File: src/rtl/sched_ctrl_if.sv
// Command port of the task-scheduler sequencer.
//   cmd_valid/cmd_ready : request handshake, a command is taken when both are high
//   cmd_op/cmd_tid      : operation code and target task id
//   cmd_info            : info/priority word, meaningful for CREATE
//   cmd_done/cmd_err    : completion pulse and its rejection flag
// master = command source, slave = sequencer.
interface sched_ctrl_if;
    logic        cmd_valid;
    logic        cmd_ready;
    logic [2:0]  cmd_op;
    logic [3:0]  cmd_tid;
    logic [31:0] cmd_info;
    logic        cmd_done;
    logic        cmd_err;

    modport master (
        output cmd_valid, cmd_op, cmd_tid, cmd_info,
        input  cmd_ready, cmd_done, cmd_err
    );

    modport slave (
        input  cmd_valid, cmd_op, cmd_tid, cmd_info,
        output cmd_ready, cmd_done, cmd_err
    );
endinterface

File: src/rtl/sched_ctrl.sv
// Command sequencer and time-slice controller for the hardware task scheduler.
// Turns task commands into one-cycle one-hot pulses on the task-queue controls,
// waits for the queue/priority search to settle, samples the queue head and
// publishes the running task. A slice timer forces round-robin yields.
// Ports:
//   clk, rst_n        clock, synchronous active-low reset
//   cmd               command port (sched_ctrl_if.slave)
//   task_info_new     info word of the last accepted CREATE
//   enqueue..que_blk  one-hot pulses to the task queue
//   qhead_tid         highest-priority ready tid from the queue
//   empty_flag        queue has no ready task
//   run_tid/run_valid currently dispatched task
//   ctx_switch        one-cycle pulse when {run_valid, run_tid} changes
//
// state      | meaning
// S_IDLE     | ready for a command; serves a pending slice expiry otherwise
// S_ISSUE    | legality check, one queue pulse, task table update
// S_REQUEUE  | yield only: re-enqueue the task that was just dequeued
// S_SETTLE   | wait SETTLE_CYC cycles for the queue search to settle
// S_DISPATCH | sample queue head, finish the command
module sched_ctrl #(
    parameter int NTASK      = 16,
    parameter int TSLICE     = 1000,
    parameter int SETTLE_CYC = 2
) (
    input  logic              clk,
    input  logic              rst_n,
    sched_ctrl_if.slave       cmd,
    output logic [31:0]       task_info_new,
    output logic [NTASK-1:0]  enqueue,
    output logic [NTASK-1:0]  dequeue,
    output logic [NTASK-1:0]  remove,
    output logic [NTASK-1:0]  que_act,
    output logic [NTASK-1:0]  que_blk,
    input  logic [3:0]        qhead_tid,
    input  logic              empty_flag,
    output logic [3:0]        run_tid,
    output logic              run_valid,
    output logic              ctx_switch
);

    localparam logic [2:0]  OP_CREATE  = 3'd0;
    localparam logic [2:0]  OP_BLOCK   = 3'd1;
    localparam logic [2:0]  OP_UNBLOCK = 3'd2;
    localparam logic [2:0]  OP_DELETE  = 3'd3;
    localparam logic [2:0]  OP_YIELD   = 3'd4;
    localparam logic [15:0] SLICE_LOAD  = 16'(TSLICE);
    localparam logic [15:0] SETTLE_LOAD = 16'(SETTLE_CYC - 1);

    typedef enum logic [2:0] {
        S_IDLE,
        S_ISSUE,
        S_REQUEUE,
        S_SETTLE,
        S_DISPATCH
    } state_t;

    typedef enum logic [1:0] {
        T_FREE,
        T_READY,
        T_BLOCKED
    } tstate_t;

    state_t      state, state_nxt;
    tstate_t     task_tbl [NTASK];
    logic [2:0]  op_q;
    logic [3:0]  tid_q;
    logic [31:0] info_q;
    logic        internal_q;
    logic        err_q;
    logic [15:0] settle_cnt;
    logic [15:0] slice_cnt;
    logic        expiry;

    logic        legal;
    logic        accept_ext;
    logic        accept_int;
    logic        new_valid;
    logic [3:0]  new_tid;
    logic        run_changed;
    logic        yield_done;

    always_comb begin
        legal = 1'b0;
        case (op_q)
            OP_CREATE:  legal = (task_tbl[tid_q] == T_FREE);
            OP_BLOCK:   legal = (task_tbl[tid_q] == T_READY);
            OP_UNBLOCK: legal = (task_tbl[tid_q] == T_BLOCKED);
            OP_DELETE:  legal = (task_tbl[tid_q] != T_FREE);
            OP_YIELD:   legal = run_valid;
            default:    legal = 1'b0;
        endcase
    end

    // An empty queue keeps the old tid and only drops run_valid, so the
    // change test sees the valid bit flip rather than a tid change.
    always_comb begin
        new_valid   = !empty_flag;
        new_tid     = empty_flag ? run_tid : qhead_tid;
        run_changed = ({new_valid, new_tid} != {run_valid, run_tid});
        yield_done  = (op_q == OP_YIELD) && !err_q;
    end

    always_comb begin
        state_nxt     = state;
        cmd.cmd_ready = 1'b0;
        cmd.cmd_done  = 1'b0;
        cmd.cmd_err   = 1'b0;
        enqueue       = '0;
        dequeue       = '0;
        remove        = '0;
        que_act       = '0;
        que_blk       = '0;
        accept_ext    = 1'b0;
        accept_int    = 1'b0;
        case (state)
            S_IDLE: begin
                cmd.cmd_ready = 1'b1;
                // External command wins; a pending expiry waits for the next IDLE.
                if (cmd.cmd_valid) begin
                    accept_ext = 1'b1;
                    state_nxt  = S_ISSUE;
                end else if (expiry && run_valid) begin
                    accept_int = 1'b1;
                    state_nxt  = S_ISSUE;
                end
            end
            S_ISSUE: begin
                if (!legal) begin
                    state_nxt = S_DISPATCH;
                end else begin
                    case (op_q)
                        OP_CREATE:  enqueue[tid_q]   = 1'b1;
                        OP_BLOCK:   que_blk[tid_q]   = 1'b1;
                        OP_UNBLOCK: que_act[tid_q]   = 1'b1;
                        OP_DELETE:  remove[tid_q]    = 1'b1;
                        OP_YIELD:   dequeue[run_tid] = 1'b1;
                        default:    ;
                    endcase
                    state_nxt = (op_q == OP_YIELD) ? S_REQUEUE : S_SETTLE;
                end
            end
            S_REQUEUE: begin
                enqueue[run_tid] = 1'b1;
                state_nxt        = S_SETTLE;
            end
            S_SETTLE: begin
                if (settle_cnt == '0) begin
                    state_nxt = S_DISPATCH;
                end
            end
            S_DISPATCH: begin
                cmd.cmd_done = !internal_q;
                cmd.cmd_err  = !internal_q && err_q;
                state_nxt    = S_IDLE;
            end
            default: state_nxt = S_IDLE;
        endcase
    end

    always_ff @(posedge clk) begin
        if (!rst_n) begin
            state         <= S_IDLE;
            op_q          <= '0;
            tid_q         <= '0;
            info_q        <= '0;
            internal_q    <= 1'b0;
            err_q         <= 1'b0;
            settle_cnt    <= '0;
            for (int i = 0; i < NTASK; i++) begin
                task_tbl[i] <= T_FREE;
            end
            task_info_new <= '0;
            run_tid       <= '0;
            run_valid     <= 1'b0;
            ctx_switch    <= 1'b0;
            slice_cnt     <= SLICE_LOAD;
            expiry        <= 1'b0;
        end else begin
            state      <= state_nxt;
            ctx_switch <= 1'b0;

            if (accept_ext) begin
                op_q       <= cmd.cmd_op;
                tid_q      <= cmd.cmd_tid;
                info_q     <= cmd.cmd_info;
                internal_q <= 1'b0;
            end else if (accept_int) begin
                op_q       <= OP_YIELD;
                internal_q <= 1'b1;
            end

            if (state == S_ISSUE) begin
                err_q      <= !legal;
                settle_cnt <= SETTLE_LOAD;
                if (legal) begin
                    case (op_q)
                        OP_CREATE: begin
                            task_tbl[tid_q] <= T_READY;
                            task_info_new   <= info_q;
                        end
                        OP_BLOCK:   task_tbl[tid_q] <= T_BLOCKED;
                        OP_UNBLOCK: task_tbl[tid_q] <= T_READY;
                        OP_DELETE:  task_tbl[tid_q] <= T_FREE;
                        default:    ;
                    endcase
                end
            end else if (state == S_SETTLE && settle_cnt != '0) begin
                settle_cnt <= settle_cnt - 16'd1;
            end

            // Slice timer: reload on a new running task or a served yield,
            // park at TSLICE while idle, otherwise count down to a sticky expiry.
            if (state == S_DISPATCH && (run_changed || yield_done)) begin
                slice_cnt <= SLICE_LOAD;
                expiry    <= 1'b0;
            end else if (!run_valid) begin
                slice_cnt <= SLICE_LOAD;
            end else if (slice_cnt != '0) begin
                slice_cnt <= slice_cnt - 16'd1;
                if (slice_cnt == 16'd1) begin
                    expiry <= 1'b1;
                end
            end

            if (state == S_DISPATCH) begin
                run_valid  <= new_valid;
                run_tid    <= new_tid;
                ctx_switch <= run_changed;
            end
        end
    end

endmodule
File: src/flat_wrapper.sv
// flat-port wrapper written by rule: the top's interface ports become plain ports
module sched_ctrl_flat 
#(
    parameter int NTASK      = 16,
    parameter int TSLICE     = 1000,
    parameter int SETTLE_CYC = 2
)
  (clk, rst_n, task_info_new, enqueue, dequeue, remove, que_act, que_blk, qhead_tid, empty_flag, run_tid, run_valid, ctx_switch, cmd_cmd_valid, cmd_cmd_op, cmd_cmd_tid, cmd_cmd_info, cmd_cmd_ready, cmd_cmd_done, cmd_cmd_err);
  sched_ctrl_if cmd_i ();
  input  logic clk;
  input  logic rst_n;
  output logic [31:0] task_info_new;
  output logic [NTASK-1:0] enqueue;
  output logic [NTASK-1:0] dequeue;
  output logic [NTASK-1:0] remove;
  output logic [NTASK-1:0] que_act;
  output logic [NTASK-1:0] que_blk;
  input  logic [3:0] qhead_tid;
  input  logic empty_flag;
  output logic [3:0] run_tid;
  output logic run_valid;
  output logic ctx_switch;
  input wire logic [$bits(cmd_i.cmd_valid)-1:0] cmd_cmd_valid;
  input wire logic [$bits(cmd_i.cmd_op)-1:0] cmd_cmd_op;
  input wire logic [$bits(cmd_i.cmd_tid)-1:0] cmd_cmd_tid;
  input wire logic [$bits(cmd_i.cmd_info)-1:0] cmd_cmd_info;
  output wire logic [$bits(cmd_i.cmd_ready)-1:0] cmd_cmd_ready;
  output wire logic [$bits(cmd_i.cmd_done)-1:0] cmd_cmd_done;
  output wire logic [$bits(cmd_i.cmd_err)-1:0] cmd_cmd_err;
  assign cmd_i.cmd_valid = cmd_cmd_valid;
  assign cmd_i.cmd_op = cmd_cmd_op;
  assign cmd_i.cmd_tid = cmd_cmd_tid;
  assign cmd_i.cmd_info = cmd_cmd_info;
  assign cmd_cmd_ready = cmd_i.cmd_ready;
  assign cmd_cmd_done = cmd_i.cmd_done;
  assign cmd_cmd_err = cmd_i.cmd_err;
  sched_ctrl #(.NTASK(NTASK), .TSLICE(TSLICE), .SETTLE_CYC(SETTLE_CYC)) u_core (.clk(clk), .rst_n(rst_n), .cmd(cmd_i), .task_info_new(task_info_new), .enqueue(enqueue), .dequeue(dequeue), .remove(remove), .que_act(que_act), .que_blk(que_blk), .qhead_tid(qhead_tid), .empty_flag(empty_flag), .run_tid(run_tid), .run_valid(run_valid), .ctx_switch(ctx_switch));
endmodule
File: config.mk
export PLATFORM = sky130hd
export DESIGN_NAME = sched_ctrl_flat
export DESIGN_NICKNAME = d
export VERILOG_FILES = /design/src/rtl/sched_ctrl_if.sv /design/src/rtl/sched_ctrl.sv /design/src/flat_wrapper.sv
export SDC_FILE = /design/constraint.sdc
export NUM_CORES = 1
export LEC_CHECK = 0
export ABC_AREA = 1
export CAP_MARGIN = 20
export CORE_MARGIN = 2
export CORE_UTILIZATION = 55
export CTS_CLUSTER_DIAMETER = 200
export CTS_CLUSTER_SIZE = 28
export DETAILED_ROUTE_END_ITERATION = 8
export GPL_TIMING_DRIVEN = 1
export PLACE_DENSITY = 0.86
export SLEW_MARGIN = 20
export SYNTH_ARGS = -nofsm -noshare
export SYNTH_HDL_FRONTEND = slang
export SYNTH_SLANG_ARGS = --single-unit
File: constraint.sdc
create_clock -name clk -period 5.8 [get_ports clk]
set_input_delay 0.58 -clock clk [delete_from_list [all_inputs] [get_ports clk]]
set_output_delay 0.58 -clock clk [all_outputs]
set_load 0.02 [all_outputs]
Word level (Yosys, flattened, before mapping)

Memory sizes are Yosys's and may differ from the RTL's. A register that Yosys moved wholly into a read port is not among the register bits.
Cells that the tools add are included.

Memories kept: 1
Bits in latches: 0
Word-level logic and storage cells: 138
RAM bits: 32
Memory bits (read-only): 0
Output and inout bits: 121
Flip-flop bits (word level): 115

Memory list:

| memory          | words | width | read ports | clocked after memory_dff | write ports | RTL line         | RTL |
|---|---|---|---|---|---|---|---|
| u_core.task_tbl | 16    | 2     | 1          | 1                        | 16          | sched_ctrl.sv:65 | `tstate_t task_tbl [NTASK];` |

Add/sub/neg operators: 2
Bitwise logic cells: 5
Divide/modulo/power cells: 0
Equality and inequality tests: 14
$lt $le $gt $ge: 4
Multipliers: 0
Reduce and logical (&&, ||, !) cells: 30
Mux-type cells: 68
Shift-type cells: 0

Operator list:

| cell                    | count |
|---|---|
| $mux W16                | 14 |
| $mux W1                 | 35 |
| $pmux W16 S2            | 1 |
| $reduce_bool A16 Y1     | 2 |
| $sub A16 B1 Y16 const B | 2 |
| $mux W3                 | 6 |
| $eq A16 B1 Y1 const B   | 1 |
| $logic_not A16 Y1       | 1 |
| $mux W4                 | 4 |
| $eq A3 B2 Y1 const B    | 4 |
| $pmux W3 S4             | 1 |
| $lt A4 B5 Y1 const B    | 2 |
| $demux W1 S4            | 2 |
| $ge A4 B1 Y1 const B    | 2 |
| $mux W2                 | 4 |
| $reduce_or A2 Y1        | 4 |
| $logic_and A1 B1 Y1     | 7 |
| $eq A3 B1 Y1 const B    | 2 |
| $eq A3 B3 Y1 const B    | 2 |
| $logic_not A3 Y1        | 2 |
| $reduce_and A3 Y1       | 2 |
| $reduce_bool A2 Y1      | 3 |
| $ne A5 B5 Y1            | 1 |
| $pmux W1 S5             | 1 |
| other kinds (11)        | 18 |

Longest topological paths before layout

Depth in word-level cells: 11
Mapped depth: 17
Depth with buffers taken out: 15

Worst setup path after synthesis

No wires, ideal clock.

Kind: reg2out
Start: reg with a tool-made name
End: out dequeue[10]
Buffers on the path: 3
Data required time: 5.220 ns
Cell stages (with the launch flop): 15
Slack: 3.148 ns
Data arrival time: 2.072 ns
Cell sequence: dfxtp_1 -> buf_6 -> inv_6 -> buf_6 -> nand2_1 -> nand3_1 -> nand3_1 -> nand3_2 -> nand2_2 -> nor2_2 -> nand2_2 -> nand4_4 -> nand3_2 -> buf_2 -> nor3_1

RTL lines:

| element       | RTL line           | RTL |
|---|---|---|
| end, declared | flat_wrapper.sv:14 | `output logic [NTASK-1:0] dequeue;` |

==> flow_summary.yaml <==
status:
  status: "complete, no violations"
pwr:
  power_density_mw_per_mm2: 300
  leakage_nw: 3.92
  peakVddDrop_mv: 0.254
floorplan:
  die_width_um: 120
  die_area_mm2: 0.0145
  num_rows: 42
  start_util_pct: 56.1
  die_h_um: 120
  coreArea_mm2: 0.0132
  ios: 168
global_route:
  grt_pass1_wl_um: 32500
  grt_antenna_before_repair: 0
  overflow: 0
  grt_pass1_vias: 6932
  grt_max_degree: 78
  grt_use_total_pct: 28.3
cts:
  cts_setup_buffers: 0
  insertion_delay_ps: 430
  cts_tree: "built"
  root_buffer: "clkbuf_16"
  clock_sinks: 151
  cts_buffers: 17
  htreeDepth: 4
  hold_buffers: 0
  ctsResizeCount: 0
  clkTransAtPathRegs_ps: 60
  clk_path_buf_depth: 2
drt:
  firstDrtPassIters: 5
  drc: 0
  avgViaCountPerCell: 5.23
  vias: 7211
  drt_wl_total_um: 20200
  antenna_left: 0
  post_drt_wl_per_cell_um: 14.6
  drt_iter0_drc: 502
sta:
  worst_pin_slew_ps: 658
  setup_violations: 0
  finalCritPeriodShare_pct: 73.8
  rsz0062_at_grt: "no"
  max_slew_margin_pct: 56.0
  setup_tns_ps: 0
  slew_viol_final: 0
  min_period_ps: 4280
  hold_ws_ps: 442
  hold_viol: 0
  skew_ps: 9.34
  fmax_mhz: 234
  setup_ws_ps: 1520
final_layout:
  final_common_cell: "nor2_1"
  finalNonFillerCells: 1379
  drive_above_1_share_pct: 7.65
  stdcell_area_mm2: 0.00974
  nets: 1240
  diodes: 0
  final_cell_mix: "nor2_1, clkdlybuf4s50_1, inv_1"
  syn_to_final_growth_pct: 31.1
synthesis:
  synthesis.area_mm2: 0.00743
  synth.distinct_cells: 42
  postSynthCellCount: 1040
  synth-seq-cells: 151
  synth_fp_nets: 1090
  yosysSeqAreaShare_pct: 45.0
  ys_warn_count: 0
  syn_avg_cell_area_um2: 7.14
place:
  io_buffer_count: 167
  numPlacedInstances: 1347
  dpl_worst_slack_ps: 2000
  dp_hpwl_um: 14300
  postPlaceCellArea_mm2: 0.00914
  gp_congestion: 0.915
setup_path:
  worst_setup_path_start_kind: "flip-flop"
  worst_ep_required_time_ps: 5220
  cp_common_cell: "nand2_1"
  crit_fanout: 56
  critPathSlowestCell: "dfxtp_1"
  critPathCaptureType: "output port"
  critical_path_class: "reg2out"
  path_cells: "inv_6 -> nand2_1 -> nand2_1 -> nand2_1 -> nand3_1 -> nand3_1 -> nand2_2 -> nor2_2 -> nand3_2 -> buf_4 -> o32ai_1 -> clkdlybuf4s50_1"
  critPathMaxStageDelay_ps: 740
  arrival_ps: 3700
job:
  maxCapViolCount: 0
hold_path:
  min_path_type: "reg2reg"
-- worst paths after layout --
check,start,to,slack (ps),depth (start not counted)
max,flip-flop,enqueue[15],1520,12
min,u_core.task_info_new[31],u_core.task_info_new[31],440,2
max reg2reg,flip-flop,u_core.task_info_new[15],2940,12
min reg2reg,u_core.task_info_new[31],u_core.task_info_new[31],440,2
-- cell usage after synthesis --
| cell | instances | area [um^2] |
|---|---|---|
| nor2_1 | 214 | 803 |
| inv_1 | 160 | 601 |
| nand2_1 | 157 | 589 |
| dfxtp_1 | 119 | 2380 |
| o21ai_0 | 84 | 420 |
| a21oi_1 | 64 | 320 |
| nand3_1 | 37 | 185 |
| edfxtp_1 | 32 | 961 |
| clkbuf_1 | 28 | 105 |
| nor3_1 | 23 | 115 |
| nor2_2 | 21 | 131 |
| inv_2 | 12 | 45.0 |
| o32ai_1 | 12 | 105 |
| xor2_1 | 11 | 96.3 |
| buf_6 | 7 | 78.8 |
| o22ai_1 | 5 | 31.3 |
| buf_2 | 4 | 20.0 |
| nand2_2 | 4 | 25.0 |
| nand3_2 | 4 | 40.0 |
| xnor2_1 | 4 | 35.0 |
| a31oi_1 | 3 | 18.8 |
| ha_1 | 3 | 37.5 |
| nand2_4 | 3 | 33.8 |
| nand4_1 | 3 | 18.8 |
| nor4_1 | 3 | 18.8 |
| a211oi_1 | 2 | 15.0 |
| clkinv_1 | 2 | 7.51 |
| nand4_4 | 2 | 42.5 |
| nor3b_1 | 2 | 15.0 |
| o31ai_1 | 2 | 15.0 |
| or2_2 | 2 | 12.5 |
| a311oi_1 | 1 | 8.76 |
| a31o_2 | 1 | 8.76 |
| buf_4 | 1 | 7.51 |
| inv_4 | 1 | 6.26 |
| inv_6 | 1 | 8.76 |
| nand3_4 | 1 | 17.5 |
| nand3b_1 | 1 | 7.51 |
| nand4_2 | 1 | 12.5 |
| nor3_2 | 1 | 10.0 |
| o21ai_2 | 1 | 8.76 |
| o21bai_1 | 1 | 7.51 |
-- through the flow --
stage                     total power [mW]  util, %
final                                 2.92     73.5
after global routing                  3.05     73.5
after CTS                             2.93     73.5
after detailed placement              1.83     69.0
after global placement                1.82     69.0
after floorplan                       1.63        -
-- per-layer routing --
layer | vias up | wire length [um] | GRT usage (%)
met5 | - | 0 | 0
met1 | 3310 | 8180 | 32.4
met3 | 53 | 1760 | 8.96
met2 | 264 | 9600 | 48.8
met4 | 0 | 610 | 11.7
li1 | 3584 | - | -
-- critical path, delay by kind of cell, from the launching register on --
kind	cells	cell delay, ps
buf+inv	3	1270
compound gates	1	180
flops	1	740
simple gates	8	1070
-- cell families (layout without fill, tap and decap cells) --
family / Yosys count / count (layout) / synth area share [%]
adders and majority gates: 3 / 3 / 0.505
DFF: 151 / 151 / 45.0
AOI/OAI and AO/OA: 176 / 176 / 12.9
xor gates and xnor gates: 15 / 15 / 1.77
buffers and inverters: 216 / 379 / 11.8
and+or+nand+nor: 479 / 479 / 28.0
-- sequential cells by signal, indices dropped and copies added, names as in the netlist, 3 cells and up, named ones only --
| signal | count |
|---|---|
| u_core.task_info_new | 32 |
| u_core.op_q | 3 |
| u_core.tid_q | 4 |
| u_core.info_q | 32 |
| u_core.slice_cnt | 16 |
| u_core.state | 3 |
| u_core.settle_cnt | 16 |
| u_core.run_tid | 4 |
| u_core.task_tbl | 32 |
-- cell type report --
type	count	area, um^2
fillers	1048	3510
flip-flops and latches	151	3340
multi-input cells	673	3210
repair buffers	171	1700
inverters	176	668
clock buffers	21	472
well taps	176	220
clock inverters	11	123
-- where the power goes --
part / switching (mW) / internal (mW) / leakage [nW] / total (mW)
sequential: 0.0652 / 1.17 / 1.30 / 1.24
clock: 0.427 / 0.669 / 0.292 / 1.10
combinational: 0.380 / 0.210 / 2.32 / 0.590
total: 0.872 / 2.05 / 3.92 / 2.92
(Power assumes the default switching activity.)
